==> config.mk <==
export PLATFORM = sky130hd
export DESIGN_NAME = alarm_sequencer
export DESIGN_NICKNAME = d
export VERILOG_FILES = /design/src/rtl/alarm_sequencer.sv
export SDC_FILE = /design/constraint.sdc
export NUM_CORES = 1
export LEC_CHECK = 0
export CAP_MARGIN = 20
export CORE_AREA = 3 3 55 57
export CTS_BUF_LIST = sky130_fd_sc_hd__clkbuf_8 sky130_fd_sc_hd__clkbuf_16
export DETAILED_ROUTE_END_ITERATION = 6
export DIE_AREA = 0 0 58 60
export PLACE_DENSITY = 0.84
export RECOVER_POWER = 100
export SETUP_SLACK_MARGIN = 0.2
export SKIP_LAST_GASP = 1
export SLEW_MARGIN = 20
export SYNTH_ARGS = -nofsm -noshare
export SYNTH_HDL_FRONTEND = slang
export SYNTH_SLANG_ARGS = --single-unit
==> constraint.sdc <==
create_clock -name clk -period 4.5 [get_ports clk]
set_input_delay 0.9 -clock clk [delete_from_list [all_inputs] [get_ports clk]]
set_output_delay 0.9 -clock clk [all_outputs]
set_load 0.03 [all_outputs]
==> src/rtl/alarm_sequencer.sv <==
// Alarm-clock control FSM: fires the song player on the rising edge of an hour:minute match
// and sequences ringing, snooze and stop. Optional ring timeout: define ALARM_RING_TIMEOUT_EN.
module alarm_sequencer #(
    parameter int SNOOZE_SEC       = 300,
    parameter int RING_TIMEOUT_SEC = 60,
    parameter int MAX_SNOOZE       = 3
) (
    input  logic       clk,
    input  logic       resetA,
    input  logic       sec_tick,
    input  logic       arm_sw,
    input  logic       stop_btn,
    input  logic       snooze_btn,
    input  logic [4:0] cur_hr,
    input  logic [5:0] cur_min,
    input  logic [4:0] alm_hr,
    input  logic [5:0] alm_min,
    output logic       play,
    output logic       flash,
    output logic       snoozing,
    output logic [2:0] snooze_left,
    output logic [1:0] state
);

    localparam logic [1:0] S_IDLE    = 2'd0;
    localparam logic [1:0] S_ARMED   = 2'd1;
    localparam logic [1:0] S_RINGING = 2'd2;
    localparam logic [1:0] S_SNOOZE  = 2'd3;

    localparam int             TMR_W    = $clog2(SNOOZE_SEC + 1);
    localparam logic [TMR_W-1:0] TMR_LOAD = TMR_W'(SNOOZE_SEC);
    localparam logic [TMR_W-1:0] TMR_ONE  = TMR_W'(1);
    localparam logic [2:0]     SNZ_MAX  = 3'(MAX_SNOOZE);

    logic [1:0]       r_state;
    logic             r_match_q;
    logic [TMR_W-1:0] r_snz_tmr;
    logic [2:0]       r_snz_used;
    logic             r_flash;
    logic             r_play;
    logic             r_snoozing;
    logic [2:0]       r_snooze_left;

    logic [1:0]       w_state_nx;
    logic [TMR_W-1:0] w_tmr_nx;
    logic [2:0]       w_used_nx;
    logic             w_flash_nx;
    logic             w_match;
    logic             w_fire;
    logic             w_timeout;

    // Raw compare: out-of-range alarm settings simply never match.
    assign w_match = (cur_hr == alm_hr) && (cur_min == alm_min);
    assign w_fire  = w_match && !r_match_q;

`ifdef ALARM_RING_TIMEOUT_EN
    localparam int              RC_W    = $clog2(RING_TIMEOUT_SEC + 1);
    localparam logic [RC_W-1:0] RC_LAST = RC_W'(RING_TIMEOUT_SEC - 1);
    localparam logic [RC_W-1:0] RC_ONE  = RC_W'(1);

    logic [RC_W-1:0] r_ring_cnt;
    logic [RC_W-1:0] w_ring_nx;

    assign w_timeout = sec_tick && (r_ring_cnt == RC_LAST);
`else
    logic w_unused;

    assign w_timeout = 1'b0;
    assign w_unused  = ^{1'b0, 32'(RING_TIMEOUT_SEC)};
`endif

    always_comb begin
        // NOTE: every next-value signal gets a default first so no path can infer a latch.
        w_state_nx = r_state;
        w_tmr_nx   = r_snz_tmr;
        w_used_nx  = r_snz_used;
        w_flash_nx = 1'b0;
`ifdef ALARM_RING_TIMEOUT_EN
        w_ring_nx  = r_ring_cnt;
`endif
        case (r_state)
            S_IDLE: begin
                if (arm_sw) w_state_nx = S_ARMED;
            end
            S_ARMED: begin
                if (!arm_sw) begin
                    w_state_nx = S_IDLE;
                end else if (w_fire) begin
                    w_state_nx = S_RINGING;
                    w_used_nx  = 3'd0;
`ifdef ALARM_RING_TIMEOUT_EN
                    w_ring_nx  = '0;
`endif
                end
            end
            S_RINGING: begin
                if (!arm_sw) begin
                    w_state_nx = S_IDLE;
                end else if (stop_btn) begin
                    w_state_nx = S_ARMED;
                end else if (snooze_btn && (r_snz_used < SNZ_MAX)) begin
                    w_state_nx = S_SNOOZE;
                    w_used_nx  = r_snz_used + 3'd1;
                    w_tmr_nx   = TMR_LOAD;
                end else if (w_timeout) begin
                    w_state_nx = S_ARMED;
                end else if (sec_tick) begin
                    w_flash_nx = !r_flash;
`ifdef ALARM_RING_TIMEOUT_EN
                    w_ring_nx  = r_ring_cnt + RC_ONE;
`endif
                end else begin
                    w_flash_nx = r_flash;
                end
            end
            default: begin
                if (!arm_sw) begin
                    w_state_nx = S_IDLE;
                end else if (stop_btn) begin
                    w_state_nx = S_ARMED;
                end else if (sec_tick) begin
                    if (r_snz_tmr == TMR_ONE) begin
                        w_state_nx = S_RINGING;
`ifdef ALARM_RING_TIMEOUT_EN
                        w_ring_nx  = '0;
`endif
                    end else begin
                        w_tmr_nx = r_snz_tmr - TMR_ONE;
                    end
                end
            end
        endcase
        // Outside an alarm event the snooze budget is always full.
        if ((w_state_nx == S_IDLE) || (w_state_nx == S_ARMED)) w_used_nx = 3'd0;
    end

    always_ff @(posedge clk) begin
        // NOTE: state registers use non-blocking assignments so all flops update together.
        if (!resetA) begin
            r_state       <= S_IDLE;
            r_match_q     <= 1'b0;
            r_snz_tmr     <= '0;
            r_snz_used    <= 3'd0;
            r_flash       <= 1'b0;
            r_play        <= 1'b0;
            r_snoozing    <= 1'b0;
            r_snooze_left <= SNZ_MAX;
`ifdef ALARM_RING_TIMEOUT_EN
            r_ring_cnt    <= '0;
`endif
        end else begin
            r_state       <= w_state_nx;
            r_match_q     <= w_match;
            r_snz_tmr     <= w_tmr_nx;
            r_snz_used    <= w_used_nx;
            r_flash       <= w_flash_nx;
            r_play        <= (w_state_nx == S_RINGING);
            r_snoozing    <= (w_state_nx == S_SNOOZE);
            r_snooze_left <= SNZ_MAX - w_used_nx;
`ifdef ALARM_RING_TIMEOUT_EN
            r_ring_cnt    <= w_ring_nx;
`endif
        end
    end

    assign state       = r_state;
    assign play        = r_play;
    assign flash       = r_flash;
    assign snoozing    = r_snoozing;
    assign snooze_left = r_snooze_left;

endmodule

[Word level (Yosys, flattened, before mapping)]
Index checks and enable logic that the tools add are counted.
Storage, ports and cells
  input bits: 28
  logic and storage cells: 65
  output and inout port bits: 8
  flip-flop bits (word level): 21
Operators by class
  multiplexer cells: 26
  bitwise logic cells: 5
  reduce and logical (&&, ||, !) cells: 12
  $lt $le $gt $ge: 1
  eq/ne operators: 10
  add/subtract/negate cells: 3
Operators with widths (number)
  9-bit 2-to-1 mux: 7
  2-bit 2-to-1 mux: 10
  3-bit 2-to-1 mux: 6
  9-bit one-hot mux with 2 select lines: 1
  9-bit by 1-bit equality test with 1-bit output, second input constant: 1
  9-bit by 1-bit subtractor with 9-bit output, second input constant: 1
  2-bit equality test, second input constant: 3
  6-bit equality test: 1
  2-bit one-hot mux with 3 select lines: 1
  3-bit one-hot mux with 2 select lines: 1
  6-bit AND reduction: 1
  5-bit equality test: 1
  1-bit NOT: 5
  5-bit OR reduction: 1
  2-bit by 1-bit equality test with 1-bit output, second input constant: 2
  2-bit zero test: 2
  3-bit by 1-bit adder with 3-bit output, second input constant: 1
  1-bit logical AND: 3
  3-bit by 2-bit < comparator with 1-bit output, second input constant: 1
  2-bit by 3-bit subtractor with 3-bit output, first input constant: 1
  1-bit zero test: 2
  2-bit by 1-bit != test with 1-bit output, second input constant: 1
  2-bit != test, second input constant: 1
  2-bit nonzero test: 1
  2 further kinds: 2

[Longest topological paths before layout]
Gate-level depths: netlist (run 1).
  depth after elaboration: 10
  gate-level depth with buffers: 8
  mapped depth without buffers: 7

[Worst setup path before layout (run 1)]
No wires, ideal clock.
  path type: reg2reg
  from: register r_state[0], in the netlist state[0]
  to: register r_snz_tmr[4]
  buffers on the path: 0
  arrival time: 2.209 ns
  period minus slack after synthesis: 2.326 ns
  setup time: 0.117 ns
  path slack: 2.174 ns
  stages on the path, launching flop included: 8
  cells stage by stage: dfxtp_1 > inv_1 > ha_1 > nor4b_2 > nand4_1 > a2111oi_2 > xnor2_1 > nor2_1
On the way
  longest elaborated chain between the ends: 4
Ends and longest elaborated chain
  start: declaration: RTL line 35  | logic [1:0] r_state;
  start signal: assignment: RTL line 152  | r_state <= w_state_nx;
  2-bit by 1-bit equality test with 1-bit output / 2-bit zero test (equally long branches): RTL line 81  | case (r_state)
  2-bit OR reduction (no line)
  1-bit NOT (no line)
  6-bit AND reduction (no line)
  end signal: assignment: RTL line 154  | r_snz_tmr <= w_tmr_nx;
  end: declaration: RTL line 37  | logic [TMR_W-1:0] r_snz_tmr;
Several ways; a longest one is shown, not always the timed one.
A chain may end at the register's enable or synchronous reset.

[Worst setup path in the final report (run 1)]
  from: input port arm_sw
  to: register r_snz_tmr[4]
On the way
  longest elaborated chain between the ends: 1
Ends and longest elaborated chain
  start: declaration: RTL line 11  | input logic arm_sw,
  6-bit AND reduction (no line)
No other way between the ends.

==> flow_summary_export.csv, run 1 <==
group,metric,value,unit
floorplanning,core-area,0.00252,mm2
setup_path,startpoint_type,"primary input",
grt,grt_use_total,23.3,%
sta,finalCritPeriodShare,72.7,%
route,drt_wl_total,3560,um
synth,synthArstFlopShare,0,%
grt,grt_pass1_wl,6270,um
setup_path,cp-end-kind,"flip-flop",
pwr,ir_drop,226,uV
synth,synth_area,0.00132,mm2
pwr,powerDensity,260,mW/mm2
synth,synth_top_cell_by_area,"dfxtp_1",
sta,fmax,305,MHz
setup_path,crit_fanout,10,
floorplanning,rows,18,
setup_path,slowest_delay,0.71,ns
synth,synth.yosys.warnings,0,
cells_and_area,num-nets-final,229,
sta,postLayoutSetupSlackWorst,1.23,ns
clocking,cts-root-buf,"clkbuf_8",
setup_path,arrival,3.43,ns
route,vias_per_cell,6.13,
synth,ys_dominant_reg_cell,"dfxtp_1",
route,drtIter0Drc,90,
cells_and_area,diodes,0,
setup_path,cp_cell_sequence,"dlygate4sd3_1 -> nor4b_1 -> nand4_1 -> a2111oi_0 -> xnor2_1 -> nor2_1",
setup_path,worst_path_max_delay_cell,"dlygate4sd3_1",
clocking,clkLatencyLatePin,0.26,ns
setup_path,cp_top_family,"simple AND/OR/NAND/NOR gates",
sta,finalMaxSlewViolations,0,
clocking,hold_buffers,0,
floorplanning,die-width,58,um
route,routed-via-count,1366,
placement,dp_cells,219,
sta,tns,0,ns
placement,gp_congestion,0.941,
clocking,cts_max_level,1,
min_path,hp-class,"flip-flop to flip-flop",
sta,timing.slew.headroom,54.7,%
run,drv_cap,0,
cells_and_area,area_delta_synth_final,31.2,%
synth,synth_edf_count,0,
setup_path,critPathRequiredTime,4.66,ns
clocking,cts.sinks,20,
grt,grt_antenna_before_repair,0,
run_status,status,"finished clean",
route,drcViolationCount,0,
sta,tightest_slew,0.677,ns
clocking,cts_resized,0,
floorplanning,top_level_ports,36,
floorplanning,die_y,60,um
sta,fin_worst_skew,0.00254,ns
synth,synth_area_leaders,"dfxtp_1 30%, xor2_1 8.0%, ha_1 6.6%, a21oi_1 3.8%, nand2_1 3.7%",
clocking,clk_pin_slew,0.08,ns
clocking,cts_tree,"done",
synth,syn_nets,192,
pwr,p_leak,0.693,nW
floorplanning,start_util,52.4,%
route,wire_per_inst,15.9,um
sta,rsz0062_at_grt,"no",
grt,overflow,0,
cells_and_area,fin_cells,223,
placement,dp_hpwl,2760,um
synth,synthCells,157,
synth,syn_avg_cell_area,8.42,um2
placement,post-place-ws,1.44,ns
sta,hold_viol,0,
setup_path,path_class,"primary input to flip-flop",
clocking,post_cts_buffers,0,
cells_and_area,layout_common_cells,"24 x clkdlybuf4s50_1, 20 x dfxtp_1, 13 x nand2_1",
sta,hold_ws,0.529,ns
synth,synth_seq_cells,20,
cells_and_area,drive_gt1_share,5.18,%
clocking,cts.path.max_buffers,2,
clocking,numCtsBuffers,3,
cells_and_area,final_common_cell,"clkdlybuf4s50_1",
sta,setup_viol,0,
setup_path,cp_num_buf_inv,1,
synth,ys_types,44,
grt,first_global_vias,1399,
synth,synth-seq-area-share,30.3,%
placement,io_buffers,35,
route,first_pass_iters,4,
sta,layout_min_cycle_time,3.27,ns
synth,synth_top_cell_area_share,30.3,%
grt,grt_max_degree,13,
floorplanning,die_area,0.00348,mm2
route,ant_nets,0,
==> registers in the layout, indices dropped and copies added (netlist names) <==
signal       flops
r_snz_used       3
play             1
state            2
r_match_q        1
snooze_left      2
snoozing         1
flash            1
r_snz_tmr        9
==> stage by stage <==
step	power (W)	utilization (%)	area, um2
CTS	0.000455	70.0	1770
floorplan	0.000235	-	1320
finish	0.000451	68.8	1730
global route	0.000467	68.8	1730
detailed placement	0.000274	67.2	1690
global placement	0.000272	67.2	1690
==> layout make-up <==
type	instances	area (um2)
multi-input combinational	123	833
fill	217	788
sequential	20	400
timing repair buffer	35	350
clock buffer	3	41.3
inverter	11	41.3
tap	30	37.5
clock inverter	1	30.0
==> cell families after synthesis <==
family | Yosys count | synth area share, %
and+or+nand+nor | 55 | 22.3
AOI/OAI and AO/OA | 42 | 23.7
DFF | 20 | 30.3
xor gates and xnor gates | 17 | 11.3
buffers and inverters | 14 | 4.26
adders and majority gates | 7 | 6.63
muxes | 2 | 1.61
==> cells in the mapped netlist (2+ instances only) <==
library cell	n
dfxtp_1	20
nand2_1	13
xor2_1	12
nor2_1	11
a21oi_1	10
inv_1	10
ha_1	7
a31oi_1	6
a211oi_1	5
nor3_1	5
xnor2_1	5
nor4_1	4
o21ai_0	4
or3_1	4
nand3_1	3
nor2b_1	3
a211o_1	2
clkbuf_1	2
nand2b_1	2
nand4_1	2
o211ai_1	2
o22ai_1	2
o32ai_1	2
==> worst min-delay path, stage by stage (launching register included) <==
cell and delay [ns]:
dfxtp_1 0.35, xnor2_1 0.08, nor2_1 0.07
==> layer usage <==
metal / vias to the layer above / part of all wire, % / track usage, %
met1: 641 / 42 / 29.2
met5: - / 0 / 0
met4: 0 / 2.4 / 10.6
met2: 68 / 48 / 39.0
met3: 10 / 7.3 / 4.10
li1: 647 / - / -
==> final timing paths <==
kind	from	end	slack, ns	cells past startpoint
worst min register to register	r_snz_tmr[6]	r_snz_tmr[6]	0.53	2
worst max-delay path	arm_sw	r_snz_tmr[4]	1.23	6
worst min-delay path	r_snz_tmr[6]	r_snz_tmr[6]	0.53	2
worst max register to register	state[1]	r_snz_tmr[4]	1.68	7
==> power by group <==
part	switching (W)	leakage, nW	total, W	internal, W
Combinational	0.0000411	0.496	0.0000842	0.0000431
Clock	0.0000630	0.0357	0.000182	0.000119
Sequential	0.00000430	0.162	0.000185	0.000180
No activity file was read; power rests on OpenSTA's default activity.
==> inputs of run 2 (changes only) <==
--- a/config.mk
+++ b/config.mk
@@ -6,11 +6,11 @@
 export NUM_CORES = 1
 export LEC_CHECK = 0
 export CAP_MARGIN = 20
-export CORE_AREA = 3 3 55 57
+export CORE_AREA = 3 3 60 62
 export CTS_BUF_LIST = sky130_fd_sc_hd__clkbuf_8 sky130_fd_sc_hd__clkbuf_16
 export DETAILED_ROUTE_END_ITERATION = 6
-export DIE_AREA = 0 0 58 60
-export PLACE_DENSITY = 0.84
+export DIE_AREA = 0 0 63 65
+export PLACE_DENSITY = 0.75
 export RECOVER_POWER = 100
 export SETUP_SLACK_MARGIN = 0.2
 export SKIP_LAST_GASP = 1
==> constraint.sdc (replaced) <==
create_clock -name clk -period 3.01 [get_ports clk]
set_input_delay 0.602 -clock clk [delete_from_list [all_inputs] [get_ports clk]]
set_output_delay 0.602 -clock clk [all_outputs]
set_load 0.03 [all_outputs]
==> flow_summary_export.csv, run 2 (synthesis gave the netlist of run 1 again) <==
group,metric,value,unit
run_status,status,"finished clean",
grt,grt_pass1_wl,5290,um
sta,hold_ws,0.522,ns
setup_path,regToRegSetupSlack,0.61,ns
route,drcViolationCount,0,
setup_path,cp_top_family,"simple AND/OR/NAND/NOR gates",
grt,grt_max_degree,12,
sta,tightest_slew,0.691,ns
sta,finalCritPeriodShare,85.5,%
clocking,numCtsBuffers,3,
cells_and_area,largest_reg_flops,9,
sta,finalMaxSlewViolations,0,
cells_and_area,drive_gt1_share,6.70,%
clocking,clkLatencyLatePin,0.26,ns
cells_and_area,largest-register,"r_snz_tmr",
sta,layout_min_cycle_time,2.57,ns
min_path,hp-class,"flip-flop to flip-flop",
floorplanning,rows,20,
grt,first_global_vias,1245,
route,vias_per_cell,5.44,
sta,fmax,389,MHz
route,routed-via-count,1294,
min_path,hold-path-endpoint,"r_snz_tmr[6]",
sta,hold_viol,0,
cells_and_area,diodes,0,
cells_and_area,final_util,57.0,%
floorplanning,top_level_ports,36,
clocking,post_cts_buffers,0,
route,first_pass_iters,5,
clocking,cts.sinks,20,
cells_and_area,num-nets-final,230,
clocking,cts.path.max_buffers,2,
grt,grt_use_total,15.7,%
placement,io_buffers,35,
sta,fin_worst_skew,0.00525,ns
min_path,min-delay-start,"r_snz_tmr[6]",
route,ant_nets,0,
min_path,hold_depth,2,
sta,rsz0062_at_grt,"no",
sta,tns,0,ns
setup_path,crit_fanout,8,
clocking,cts_max_level,1,
clocking,hold_buffers,0,
setup_path,worst_path_max_delay_cell,"dlygate4sd3_1",
grt,grt_antenna_before_repair,0,
placement,gp_congestion,0.864,
setup_path,critPathRequiredTime,3.17,ns
cells_and_area,final_common_cell,"clkdlybuf4s50_1",
clocking,cts_tree,"done",
setup_path,cp_num_buf_inv,1,
setup_path,slowest_delay,0.55,ns
cells_and_area,layout_common_cells,"24 x clkdlybuf4s50_1, 20 x dfxtp_1, 13 x nand2_1",
floorplanning,die_y,65,um
pwr,power.total,0.000609,W
floorplanning,start_util,42.9,%
sta,timing.slew.headroom,53.7,%
floorplanning,die_area,0.00410,mm2
setup_path,path_class,"primary input to flip-flop",
clocking,cts-root-buf,"clkbuf_8",
sta,setup_viol,0,
setup_path,reg2reg_from,"state[0]",
setup_path,cp_cell_sequence,"dlygate4sd3_1 -> xor2_1 -> nor4_1 -> and3_1 -> o211ai_1 -> a211o_1",
setup_path,arrival,2.73,ns
route,drtIter0Drc,70,
pwr,powerDensity,347,mW/mm2
grt,overflow,0,
cells_and_area,largest_registers,"r_snz_tmr: 9 flops, r_snz_used: 3 flops",
cells_and_area,area_delta_synth_final,32.9,%
pwr,p_leak,0.695,nW
floorplanning,die-width,63,um
cells_and_area,fill_cells,299,
setup_path,reg2reg_to,"r_snz_tmr[4]",
clocking,cts_resized,0,
run,drv_cap,0,
route,wire_per_inst,13.0,um
floorplanning,core-area,0.00308,mm2
setup_path,ff2ff_path_depth,7,
placement,dp_hpwl,2540,um
route,drt_wl_total,3090,um
pwr,ir_drop,200,uV
clocking,clk_pin_slew,0.08,ns
setup_path,startpoint_type,"primary input",
setup_path,cp-end-kind,"flip-flop",
run 2: through the flow:
| step | instance area (um2) | instances | setup slack [ns] |
|---|---|---|---|
| after floorplan | 1320 | 157 | 0.684 |
| final | 1760 | 238 | 0.437 |
| after global routing | 1760 | 238 | 0.251 |
| after CTS | 1770 | 238 | 0.512 |
| after detailed placement | 1720 | 234 | 0.244 |
| after global placement | 1720 | 234 | 0.329 |
run 2: tightest hold or removal path, stage by stage (launching register included):
cell	delay [ns]
dfxtp_1	0.35
xnor2_1	0.07
nor2_1	0.07
run 2: layout make-up:
type	count	area [um2]	share of cell area (%)
clock buffers	4	55.1	3.14
inverters	11	41.3	2.35
multi-input cells	123	846	48.2
flip-flops and latches	20	400	22.8
well taps	44	55.1	3.14
repair buffers	36	358	20.4
run 2: how the worst max path moves through the flow:
stage	end	depth (start not counted)	slack, ns	start
floorplan	r_snz_tmr[4]	7	0.68	state[0]
global placement	r_snz_tmr[4]	6	0.33	arm_sw
detailed placement	r_snz_tmr[4]	6	0.24	arm_sw
CTS	r_snz_tmr[4]	6	0.51	arm_sw
global route	r_snz_used[1]	6	0.25	alm_min[2]
finish	snooze_left[1]	6	0.44	alm_min[2]
run 2: per-layer routing:
layer | vias to the layer above | global-route usage [%] | routed length, um
li1 | 646 | - | -
met1 | 583 | 17.7 | 1260
met2 | 57 | 28.9 | 1550
met3 | 8 | 3.99 | 217
met4 | 0 | 4.96 | 63
met5 | - | 0 | 0
run 2: report_power, final:
part	switching, W	internal [W]	total [W]
Sequential	0.00000673	0.000270	0.000276
Combinational	0.0000588	0.0000657	0.000124
Clock	0.0000918	0.000117	0.000208
==> inputs of run 3 (changes only) <==
--- a/config.mk
+++ b/config.mk
@@ -6,11 +6,11 @@
 export NUM_CORES = 1
 export LEC_CHECK = 0
 export CAP_MARGIN = 20
-export CORE_AREA = 3 3 60 62
+export CORE_AREA = 3 3 76 49
 export CTS_BUF_LIST = sky130_fd_sc_hd__clkbuf_8 sky130_fd_sc_hd__clkbuf_16
 export DETAILED_ROUTE_END_ITERATION = 6
-export DIE_AREA = 0 0 63 65
-export PLACE_DENSITY = 0.75
+export DIE_AREA = 0 0 79 52
+export PLACE_DENSITY = 0.76
 export RECOVER_POWER = 100
 export SETUP_SLACK_MARGIN = 0.2
 export SKIP_LAST_GASP = 1
==> flow_summary_export.csv, run 3 (synthesis gave the netlist of run 1 again) <==
group,metric,value,unit
floorplanning,start_util,41.8,%
setup_path,crit_fanout,8,
pwr,powerDensity,382,mW/mm2
pwr,p_switching,0.000162,W
floorplanning,top_level_ports,36,
grt,grt_pass1_wl,5990,um
setup_path,ff2ff_path_depth,7,
cells_and_area,largest-register,"r_snz_tmr",
grt,first_global_vias,1310,
route,vias_per_cell,5.59,
min_path,hp-class,"flip-flop to flip-flop",
sta,finalCritPeriodShare,89.4,%
sta,setup_viol,0,
min_path,hold_depth,2,
sta,tns,0,ns
pwr,p_leak,0.700,nW
grt,overflow,0,
setup_path,arrival,2.85,ns
min_path,hold-path-endpoint,"r_snz_tmr[6]",
sta,hold_viol,0,
pwr,pwr-share-clk,39.9,%
setup_path,critPathRequiredTime,3.17,ns
clocking,numCtsBuffers,3,
grt,grt_use_total,18.9,%
clocking,cts.sinks,20,
clocking,clk_pin_slew,0.08,ns
cells_and_area,largest_reg_flops,9,
cells_and_area,diodes,0,
run,drv_cap,0,
route,ant_nets,0,
clocking,cts_max_level,1,
cells_and_area,largest_registers,"r_snz_tmr: 9 flops, r_snz_used: 3 flops",
floorplanning,rows,16,
clocking,post_cts_buffers,0,
grt,grt_antenna_before_repair,0,
cells_and_area,layout_common_cells,"25 x clkdlybuf4s50_1, 20 x dfxtp_1, 13 x nand2_1",
sta,hold_ws,0.534,ns
floorplanning,core-area,0.00316,mm2
sta,tightest_slew,0.714,ns
setup_path,startpoint_type,"primary input",
placement,gp_congestion,0.924,
clocking,cts_tree,"done",
clocking,cts.path.max_buffers,2,
floorplanning,die_y,52,um
clocking,cts-root-buf,"clkbuf_8",
setup_path,regToRegSetupSlack,0.39,ns
setup_path,reg2reg_from,"state[0]",
pwr,swShare,23.9,%
cells_and_area,fill_cells,314,
pwr,seqPwrFrac,41.0,%
placement,dp_hpwl,2860,um
pwr,ir_drop,262,uV
route,routed-via-count,1337,
cells_and_area,drive_gt1_share,6.19,%
route,first_pass_iters,4,
clocking,cts_resized,0,
sta,fin_worst_skew,0.00637,ns
grt,grt_max_degree,13,
sta,timing.slew.headroom,52.2,%
route,drtIter0Drc,117,
sta,layout_min_cycle_time,2.69,ns
clocking,hold_buffers,0,
sta,fmax,372,MHz
cells_and_area,num-nets-final,230,
cells_and_area,area_delta_synth_final,33.7,%
pwr,p_comb_share,19.1,%
min_path,min-delay-start,"r_snz_tmr[6]",
setup_path,cp-end-kind,"flip-flop",
cells_and_area,final_common_cell,"clkdlybuf4s50_1",
sta,rsz0062_at_grt,"no",
cells_and_area,final_util,55.9,%
sta,finalMaxSlewViolations,0,
route,wire_per_inst,15.1,um
setup_path,path_class,"primary input to flip-flop",
route,drcViolationCount,0,
floorplanning,die_area,0.00411,mm2
placement,io_buffers,35,
route,drt_wl_total,3610,um
pwr,p_int,0.000513,W
run_status,status,"finished clean",
setup_path,reg2reg_to,"r_snz_tmr[4]",
clocking,clkLatencyLatePin,0.26,ns
floorplanning,die-width,79,um
## run 3: cell types whose count changed in the layout (fill, tap and decap cells not counted)
| cell | before | now |
|---|---|---|
| clkdlybuf4s50_1 | 24 | 25 |
| nor4b_2 | 1 | 0 |
| nor4b_1 | 0 | 1 |
| clkbuf_8 | 4 | 3 |
| dlygate4sd3_1 | 11 | 10 |
| bufinv_16 | 0 | 1 |
## run 3: through the flow
step	total power (W)	area, um2	cells	worst slack, ns
5_1_grt	0.000706	1770	239	0.185
6_report	0.000675	1770	239	0.319
4_1_cts	0.000682	1790	239	0.503
3_3_place_gp	0.000408	1720	235	0.370
2_1_floorplan	0.000351	1320	157	0.684
3_5_place_dp	0.000413	1720	235	0.268
## run 3: power by group through the flow
stage | Sequential, W | Combinational (W) | Clock, W
4_1_cts | 0.000276 | 0.000131 | 0.000275
3_5_place_dp | 0.000282 | 0.000130 | 0
5_1_grt | 0.000277 | 0.000141 | 0.000288
3_3_place_gp | 0.000282 | 0.000126 | 0
2_1_floorplan | 0.000283 | 0.0000678 | 0
6_report | 0.000276 | 0.000129 | 0.000269
## run 3: worst max path at each step
stage	startpoint	endpoint	cells past startpoint
3_5_place_dp	arm_sw	r_snz_tmr[4]	6
5_1_grt	state[0]	r_snz_tmr[4]	7
3_3_place_gp	arm_sw	r_snz_tmr[4]	6
2_1_floorplan	state[0]	r_snz_tmr[4]	7
4_1_cts	arm_sw	r_snz_tmr[4]	6
6_report	alm_min[3]	snooze_left[1]	6
## run 3: routing by layer
| metal | global-route usage [%] | wire length [um] | vias up |
|---|---|---|---|
| met4 | 4.00 | 19 | 0 |
| met5 | 0 | 0 | - |
| met2 | 31.1 | 1720 | 64 |
| met3 | 4.67 | 331 | 4 |
| li1 | - | - | 652 |
| met1 | 25.1 | 1550 | 617 |
## run 3: worst max-delay path, stage by stage
cell and delay (ns):
dlygate4sd3_1 0.56, xor2_1 0.17, nor4_1 0.59, and3_1 0.29
o211ai_1 0.28, a211o_1 0.36
## run 3: area by class of cell
cell class | instances | area (um2) | area share [%]
clock inverter | 1 | 30.0 | 1.70
inverter | 11 | 41.3 | 2.34
sequential | 20 | 400 | 22.7
multi-input combinational | 123 | 840 | 47.5
timing repair buffer | 36 | 358 | 20.3
tap | 45 | 56.3 | 3.19
clock buffer | 3 | 41.3 | 2.34
